## src/rtl/jtcps2_obj_pkg.sv

```systemverilog
// Shared definitions for the CPS2 object drawer and pixel decoder.
package jtcps2_obj_pkg;

   typedef enum logic [1:0] {
      ST_IDLE = 2'd0,
      ST_REQ  = 2'd1,
      ST_DRAW = 2'd2
   } obj_st_e;

   localparam logic [3:0] TRANSP = 4'hF;

   localparam int PAL_LSB   = 0;
   localparam int PAL_MSB   = 4;
   localparam int HFLIP_BIT = 5;

   localparam int BUF_PIX_W  = 4;
   localparam int BUF_PAL_W  = 5;
   localparam int BUF_PRIO_W = 3;

   // Line-buffer word is {prio, pal, pix}
   function automatic logic [BUF_PRIO_W+BUF_PAL_W+BUF_PIX_W-1:0] pack_buf(
      input logic [BUF_PRIO_W-1:0] prio,
      input logic [BUF_PAL_W-1:0]  pal,
      input logic [BUF_PIX_W-1:0]  pix
   );
      return {prio, pal, pix};
   endfunction

endpackage

```

## src/rtl/jtcps2_obj_pxl.sv

```systemverilog
// Combinational 4bpp planar pixel decoder: colour of pixel j and its x offset
// within the 16-pixel tile row, honouring horizontal flip.
module jtcps2_obj_pxl (
   input  logic [31:0] data,
   input  logic [2:0]  j,
   input  logic        half,
   input  logic        hflip,
   output logic [3:0]  colour,
   output logic [3:0]  xoff
);

   logic [2:0] bsel;

   // bit (8*k + 7 - j) of each plane byte
   assign bsel   = ~j;
   assign colour = {data[{2'b11, bsel}], data[{2'b10, bsel}],
                    data[{2'b01, bsel}], data[{2'b00, bsel}]};
   assign xoff   = {half, j} ^ {4{hflip}};

endmodule

```

## src/rtl/jtcps2_obj_draw.sv

```systemverilog
// CPS2 object tile drawer: fetches a 16-pixel row as two ROM halves and writes
// opaque pixels to the line buffer. Build option: JTCPS2_OBJ_SKIPBLANK_EN.
module jtcps2_obj_draw
   import jtcps2_obj_pkg::*;
#(
   parameter int AW = 23,
   parameter int BW = 12
) (
   input  logic          rst,
   input  logic          clk,
   input  logic          line,
   input  logic          dr_start,
   output logic          dr_idle,
   input  logic [15:0]   dr_code,
   input  logic [15:0]   dr_attr,
   input  logic [8:0]    dr_hpos,
   input  logic [2:0]    dr_prio,
   input  logic [1:0]    dr_bank,
   output logic [AW-1:0] rom_addr,
   output logic          rom_cs,
   input  logic          rom_ok,
   input  logic [31:0]   rom_data,
   output logic [9:0]    buf_addr,
   output logic [BW-1:0] buf_data,
   output logic          buf_wr
);

   obj_st_e       st, st_nxt;
   logic          half, half_nxt;
   logic [2:0]    j, j_nxt;
   logic [31:0]   data, data_nxt;
   logic          first, first_nxt;
   logic          cs_nxt, latch;
   logic [AW-1:0] rom_addr_nxt;

   logic [15:0]   code_l;
   logic [3:0]    vsub_l;
   logic [5:0]    attr_l;
   logic [8:0]    hpos_l;
   logic [2:0]    prio_l;
   logic [1:0]    bank_l;
   logic          line_l;

   logic [3:0]    colour, xoff;
   logic          unused_attr;

   assign unused_attr = ^{dr_attr[15:12], dr_attr[7:6]};

   always_comb begin
      st_nxt    = st;
      half_nxt  = half;
      j_nxt     = j;
      data_nxt  = data;
      cs_nxt    = rom_cs;
      first_nxt = 1'b0;
      latch     = 1'b0;
      case (st)
         ST_IDLE: if (dr_start) begin
            latch     = 1'b1;
            half_nxt  = 1'b0;
            cs_nxt    = 1'b1;
            first_nxt = 1'b1;
            st_nxt    = ST_REQ;
         end
         // first REQ cycle ignores rom_ok, which may still belong to the last request
         ST_REQ: if (!first && rom_ok) begin
            data_nxt = rom_data;
            cs_nxt   = 1'b0;
            j_nxt    = 3'd0;
            st_nxt   = ST_DRAW;
`ifdef JTCPS2_OBJ_SKIPBLANK_EN
            if (rom_data == 32'hFFFF_FFFF) begin
               if (!half) begin
                  half_nxt  = 1'b1;
                  cs_nxt    = 1'b1;
                  first_nxt = 1'b1;
                  st_nxt    = ST_REQ;
               end else begin
                  st_nxt = ST_IDLE;
               end
            end
`endif
         end
         ST_DRAW: begin
            j_nxt = j + 3'd1;
            if (j == 3'd7) begin
               if (!half) begin
                  half_nxt  = 1'b1;
                  cs_nxt    = 1'b1;
                  first_nxt = 1'b1;
                  st_nxt    = ST_REQ;
               end else begin
                  st_nxt = ST_IDLE;
               end
            end
         end
         default: st_nxt = ST_IDLE;
      endcase
      rom_addr_nxt = latch ? AW'({dr_bank, dr_code, dr_attr[11:8], 1'b0})
                           : AW'({bank_l, code_l, vsub_l, half_nxt});
   end

   // decode from next-state values so buf_* line up with the DRAW cycle itself
   jtcps2_obj_pxl u_pxl (
      .data   (data_nxt),
      .j      (j_nxt),
      .half   (half_nxt),
      .hflip  (attr_l[HFLIP_BIT]),
      .colour (colour),
      .xoff   (xoff)
   );

   always_ff @(posedge clk or posedge rst) begin
      if (rst) begin
         st       <= ST_IDLE;
         half     <= 1'b0;
         j        <= 3'd0;
         data     <= 32'd0;
         first    <= 1'b0;
         rom_cs   <= 1'b0;
         rom_addr <= '0;
         dr_idle  <= 1'b1;
         code_l   <= 16'd0;
         vsub_l   <= 4'd0;
         attr_l   <= 6'd0;
         hpos_l   <= 9'd0;
         prio_l   <= 3'd0;
         bank_l   <= 2'd0;
         line_l   <= 1'b0;
         buf_wr   <= 1'b0;
         buf_addr <= 10'd0;
         buf_data <= '0;
      end else begin
         st       <= st_nxt;
         half     <= half_nxt;
         j        <= j_nxt;
         data     <= data_nxt;
         first    <= first_nxt;
         rom_cs   <= cs_nxt;
         rom_addr <= rom_addr_nxt;
         dr_idle  <= (st_nxt == ST_IDLE);
         if (latch) begin
            code_l <= dr_code;
            vsub_l <= dr_attr[11:8];
            attr_l <= dr_attr[5:0];
            hpos_l <= dr_hpos;
            prio_l <= dr_prio;
            bank_l <= dr_bank;
            line_l <= line;
         end
         buf_wr <= (st_nxt == ST_DRAW) && (colour != TRANSP);
         if (st_nxt == ST_DRAW) begin
            buf_addr <= {line_l, hpos_l + {5'd0, xoff}};
            buf_data <= pack_buf(prio_l, attr_l[PAL_MSB:PAL_LSB], colour);
         end
      end
   end

endmodule

```

## config.mk

```make
export PLATFORM = sky130hd
export DESIGN_NAME = jtcps2_obj_draw
export DESIGN_NICKNAME = d
export VERILOG_FILES = /design/src/rtl/jtcps2_obj_pkg.sv /design/src/rtl/jtcps2_obj_pxl.sv /design/src/rtl/jtcps2_obj_draw.sv
export SDC_FILE = /design/constraint.sdc
export NUM_CORES = 1
export LEC_CHECK = 0
export BUFFER_PORTS_ARGS = -buffer_cell sky130_fd_sc_hd__buf_2
export CAP_MARGIN = 30
export CORE_UTILIZATION = 40
export DETAILED_ROUTE_END_ITERATION = 8
export GPL_TIMING_DRIVEN = 0
export PLACE_DENSITY_LB_ADDON = 0.3
export SKIP_LAST_GASP = 1
export SLEW_MARGIN = 5
export SYNTH_ARGS = -nofsm -noshare
export SYNTH_HDL_FRONTEND = slang
export SYNTH_SLANG_ARGS = --single-unit
```

## constraint.sdc

```tcl
create_clock -name clk -period 4.6 [get_ports clk]
set_input_delay 0.46 -clock clk [delete_from_list [all_inputs] [get_ports clk]]
set_output_delay 0.46 -clock clk [all_outputs]
set_load 0.01 [all_outputs]
```

## After elaboration in Yosys (flattened, before gate mapping)

Index checks and enable logic that the tools add are counted.

- Output and inout port bits: 48
- Logic and storage cells: 73
- Bits in registers: 128
- Input port bits: 83

- Order comparisons: 4
- Reductions and logical operators: 7
- Bitwise operators: 2
- Add/sub/neg operators: 2
- Multiplexer cells: 31
- Equal/unequal tests: 9

Operators with widths:

| operator | number |
|---|---|
| 2-to-1 mux 32 bit | 2 |
| 2-to-1 mux 23 bit | 1 |
| 2-to-1 mux 1 bit | 15 |
| binary-select mux 1 bit (select 3 bit) | 4 |
| < comparator 5 x 6 -> 1 bit, second input constant | 2 |
| adder 9 x 4 -> 9 bit | 1 |
| != test 2 bit, second input constant | 4 |
| < comparator 3 x 6 -> 1 bit, second input constant | 1 |
| < comparator 4 x 6 -> 1 bit, second input constant | 1 |
| 2-to-1 mux 2 bit | 3 |
| one-hot mux 2 bit (3 select lines) | 1 |
| one-hot mux 3 bit (2 select lines) | 1 |
| AND reduction 5 bit | 1 |
| == test 2 bit, second input constant | 2 |
| logical NOT 2 bit | 2 |
| != test 4 bit, second input constant | 1 |
| one-hot mux 1 bit (2 select lines) | 2 |
| XOR 4 bit | 1 |
| adder 3 x 1 -> 3 bit, second input constant | 1 |
| == test 3 bit, second input constant | 1 |
| 2-to-1 mux 3 bit | 1 |
| inverter 3 bit | 1 |
| one-hot mux 1 bit (3 select lines) | 1 |
| nonzero test 3 bit | 1 |
| 3 further kinds | 4 |

## Logic depth before layout (Yosys ltp)

- Word-level depth: 9
- Depth in mapped cells: 18
- Mapped depth without buffers: 16

## Modules after synthesis

Synthesis repeated with hierarchy kept, for this count alone.

- Cells, all modules: 319
- Area, all modules: 5232.5 um^2

Modules (own cells, without submodules):

| module | sequential area each (um^2) | cells an instance | area each (um^2) | instances |
|---|---|---|---|---|
| jtcps2_obj_draw | 3204.3 | 301 | 4927.2 | 1 |
| jtcps2_obj_pxl | 0.0 | 18 | 305.3 | 1 |

## Worst setup path before layout

No wires, ideal clock.

- Path kind: flip-flop to flip-flop
- Start: reg st[0]
- End: reg buf_addr[8]
- Path buffers: 2
- Cell stages (with the launch flop): 18
- Setup time: 77 ps
- Required time: 4523 ps
- Clock period less this slack: 3026 ps
- Arrival: 2948 ps
- Slack: 1574 ps
- Cell sequence: dfrtp_1 -> inv_1 -> ha_1 -> and3b_1 -> buf_2 -> a21o_1 -> buf_2 -> xor2_1 -> ha_1 -> inv_1 -> fa_1 -> inv_1 -> a21o_1 -> a21oi_1 -> nor2_1 -> nand3_1 -> xor2_1 -> a21oi_1

- Longest elaborated chain between the ends: 4
- Elaborated cells between the ends (all ways): 12
- Classes of those cells: 1 x add/sub; 3 x eq/ne; 6 x mux; 1 x bitwise; 1 x reduce/logical

RTL lines:

| element | line | RTL |
|---|---|---|
| start: declaration | jtcps2_obj_draw.sv:28 | `obj_st_e st, st_nxt;` |
| start signal: assignment | jtcps2_obj_draw.sv:134 | `st <= st_nxt;` |
| == test 2 bit / == test 2 x 1 -> 1 bit (equally long branches) | jtcps2_obj_draw.sv:57 | `case (st)` |
| one-hot mux 3 bit (2 select lines) (*) | jtcps2_obj_draw.sv:57 |  |
| via j_nxt[0] | jtcps2_obj_draw.sv:30 | `logic [2:0] j, j_nxt;` |
| XOR 4 bit (*) | jtcps2_obj_pxl.sv:18 | `assign xoff = {half, j} ^ {4{hflip}};` |
| adder 9 x 4 -> 9 bit (*) | jtcps2_obj_draw.sv:153 | `buf_addr <= {line_l, hpos_l + {5'd0, xoff}};` |
| end signal: assignment | jtcps2_obj_draw.sv:153 |  |
| end: declaration | jtcps2_obj_draw.sv:23 | `output logic [9:0] buf_addr,` |

The timed path passes the listed nets; every way through them passes the cells marked *.
A chain may end at the register's enable or synchronous reset.

## Worst setup path after layout

Ends and elaborated chain as after synthesis.

==> flow_metrics.env <==
export IMPL_whs_ns=0.123
export IMPL_grt_max_degree=66
export IMPL_cts_hold_buf=0
export IMPL_grt_usage=0.194
export IMPL_wl_met3_um=987
export IMPL_path_cells="inv_1 -> ha_1 -> and3b_1 -> buf_2 -> a21o_1 -> buf_2 -> xor2_1 -> ha_1 -> inv_1 -> fa_1 -> inv_1 -> a21o_1 -> a21oi_1 -> nor2_1 -> nand3_1 -> xor2_1 -> a21oi_1"
export IMPL_cts_tree="built"
export IMPL_coreArea_sq_um=14100
export IMPL_clock_sinks=128
export IMPL_finalNonFillerCells=802
export IMPL_overflow=0
export IMPL_die_h_um=123
export IMPL_wire_per_inst_um=17.2
export IMPL_slew_viol_final=0
export IMPL_yosysSeqAreaShare=0.548
export IMPL_vias_per_cell=5.35
export IMPL_required_ns=4.94
export IMPL_synth_edff_count=0
export IMPL_rr_startpoint="st[0]"
export IMPL_area_growth_pct=25.7
export IMPL_reg2reg_to="buf_addr[8]"
export IMPL_leakagePower_nw=3.42
export IMPL_yosys_warnings=0
export IMPL_report_final_setup_viol=0
export IMPL_drtIter0Drc=340
export IMPL_synth_area_leaders="dfrtp_1 (54%), mux2_2 (19%), nor2_1 (3.1%)"
export IMPL_drt_first_pass_iters=5
export IMPL_p_total_mw=5.82
export IMPL_ys_flop_type="dfrtp_1"
export IMPL_relSlewSlack=0.509
export IMPL_synthesis_nets=561
export IMPL_antenna_found_initial=1
export IMPL_fp_row_count=43
export IMPL_crit_type="flop to flop"
export IMPL_die_area_sq_um=15100
export IMPL_ios=131
export IMPL_power_density_nw_per_um2=792
export IMPL_clock_latency_ns=0.42
export IMPL_hold_violations=0
export IMPL_cp_slowest_cell="dfrtp_1"
export IMPL_drive_above_1_share=0.455
export IMPL_ir_drop_uv=377
export IMPL_fmax_mhz=287
export IMPL_wl_met2_mm=6.66
export IMPL_crit_path_start_kind="flop"
export IMPL_final_nets=705
export IMPL_worstRegToRegCells=17
export IMPL_avgSynthCellArea_sq_um=12.5
export IMPL_ff2ff_setup_slack_ns=1.11
export IMPL_hp_class="input pin to asynchronous set/reset pin"
export IMPL_drv_cap=0
export IMPL_critical_path_arrival_ns=3.83
export IMPL_endpoint_kind="flop"
export IMPL_start_util=0.415
export IMPL_drc=0
export IMPL_dp_cells=771
export IMPL_ys_ff_latch=128
export IMPL_grt_pass1_wl_mm=22.1
export IMPL_rsz0062_at_grt="false"
export IMPL_critPathMostFrequentCell="inv_1"
export IMPL_hpwl_mm=9.66
export IMPL_cts_setup_buffers=0
export IMPL_grt_pass1_vias=4443
export IMPL_cts_root_buf="clkbuf_16"
export IMPL_cts_max_level=4
export IMPL_vias=4294
export IMPL_synth_async_reset_ratio=1.00
export IMPL_cts_resized=0
export IMPL_routed_wl_mm=13.8
export IMPL_status="finished, final reports clean"
export IMPL_worst_pin_slew_ns=0.733
export IMPL_synth_area_leader_cell="dfrtp_1"
export IMPL_gp_congestion=0.869
export IMPL_syn_inst=466
export IMPL_cts_inserted_buffers=17
export IMPL_die_w_um=123
export IMPL_cpPeakStageDelay_ns=0.43
export IMPL_highest_layer="met5"
export IMPL_layout_min_cycle_time_ns=3.49
export IMPL_wl_met1_mm=5.89
export IMPL_fin_worst_skew_ns=0.00787
export IMPL_syn_area_sq_um=5850
export IMPL_portBuffers=124
export IMPL_num_antenna_cells=0
export IMPL_synth_cell_types=42
export IMPL_synth_top_area_share=0.544
export IMPL_timing_final_crit_share=0.758
export IMPL_crit_fanout=10
export IMPL_clkSlewWorstSetupHoldPaths_ns=0.06
export IMPL_clockBufferDepth=2
export IMPL_postRouteAntennaNets=0
[sequential cells by signal, indices dropped and copies added (netlist names)]
name / count
attr_l: 6
rom_cs: 1
buf_wr: 1
line_l: 1
first: 1
j: 3
data: 32
code_l: 16
bank_l: 2
dr_idle: 1
st: 2
buf_data: 12
vsub_l: 4
rom_addr: 23
buf_addr: 10
hpos_l: 9
half: 1
prio_l: 3
[cell type report]
class                   instances  area (sq um)
inverters                      15          61.3
plain buffers                  28           138
well taps                     180           225
multi-input cells             295          2450
fillers                      1230          6740
clock buffers                  19           443
repair buffers                125           648
flip-flops and latches        128          3200
clock inverters                12           184
[logic make-up (layout without fill, tap and decap cells)]
kind of cell               after synthesis  after routing  share of synthesized area
buffers and inverters                   43            199                     0.0332
AOI/OAI and AO/OA                       95             95                      0.119
adders and majority gates               12             12                     0.0270
DFF                                    128            128                      0.548
muxes                                  103            103                      0.200
xor gates and xnor gates                11             11                     0.0165
and+or+nand+nor                         74             74                     0.0565
[synthesized netlist by cell type, types with 2 or more instances]
cell and n:
dfrtp_1 127, mux2_2 101, nor2_1 48, o21ai_0 17, o22ai_1 17, buf_2 14, inv_1 14, o221ai_1 12
a21oi_1 11, ha_1 11, nand2_1 11, clkbuf_1 9, o211ai_1 8, xnor2_1 7, a211oi_1 5, nor2b_1 5
a21o_1 4, a311o_1 4, and3_1 4, o32a_1 4, xor2_1 4, buf_1 3, o221a_1 3, a32oi_2 2
buf_6 2, mux2_4 2, nand3_1 2
[metal layers]
layer | vias up | track usage
li1 | 1985 | -
met1 | 2112 | 0.235
met2 | 168 | 0.322
met3 | 27 | 0.0567
met4 | 2 | 0.0823
met5 | - | 0
[cell usage in the layout (no fill, tap or decap), drive strengths merged, types with 2 or more instances in the layout]
cell type,count
a211oi,5
a21o,4
a21oi,11
a311o,4
a31oi,2
a32oi,2
and3,4
buf,144
bufinv,4
clkbuf,28
clkinv,4
clkinvlp,2
dfrtp,127
ha,11
inv,17
mux2,103
nand2,11
nand3,2
nor2,48
nor2b,5
o211ai,8
o21ai,18
o221a,4
o221ai,12
o22ai,17
o32a,4
xnor2,7
xor2,4
[worst max-delay path, delay by kind of cell (launching register included)]
| family | cells | cell delay [ns] |
|---|---|---|
| AOI/OAI and AO/OA | 4 | 0.53 |
| xor gates and xnor gates | 2 | 0.36 |
| adders and majority gates | 3 | 0.93 |
| buffers and inverters | 5 | 0.70 |
| DFF | 1 | 0.43 |
| and+or+nand+nor | 3 | 0.46 |
[worst max path at each step]
stage	from	to	slack, ns
after detailed placement	st[0]	buf_addr[8]	1.10
after CTS	st[0]	buf_addr[8]	1.07
after floorplan	rst	attr_l[0]	0.73
final	st[0]	buf_addr[8]	1.11
after global placement	rst	rom_addr[21]	-0.51
after global routing	st[0]	buf_addr[8]	0.82
[metrics by stage]
stage,instance area [sq um],utilization,setup slack (ns),TNS (ns)
after detailed placement,6730,0.477,1.10,0
after global placement,6690,0.475,-0.515,-64.24
after CTS,7350,0.522,1.07,0
after floorplan,5850,-,0.729,0
after global routing,7350,0.522,0.823,0
final,7350,0.522,1.11,0
[power by group]
group | leakage (nW) | internal (mW) | switching (mW)
clock network | 0.300 | 0.922 | 0.507
registers | 1.52 | 1.69 | 0.276
logic | 1.60 | 1.18 | 1.25
No activity file was read; power rests on OpenSTA's default activity.
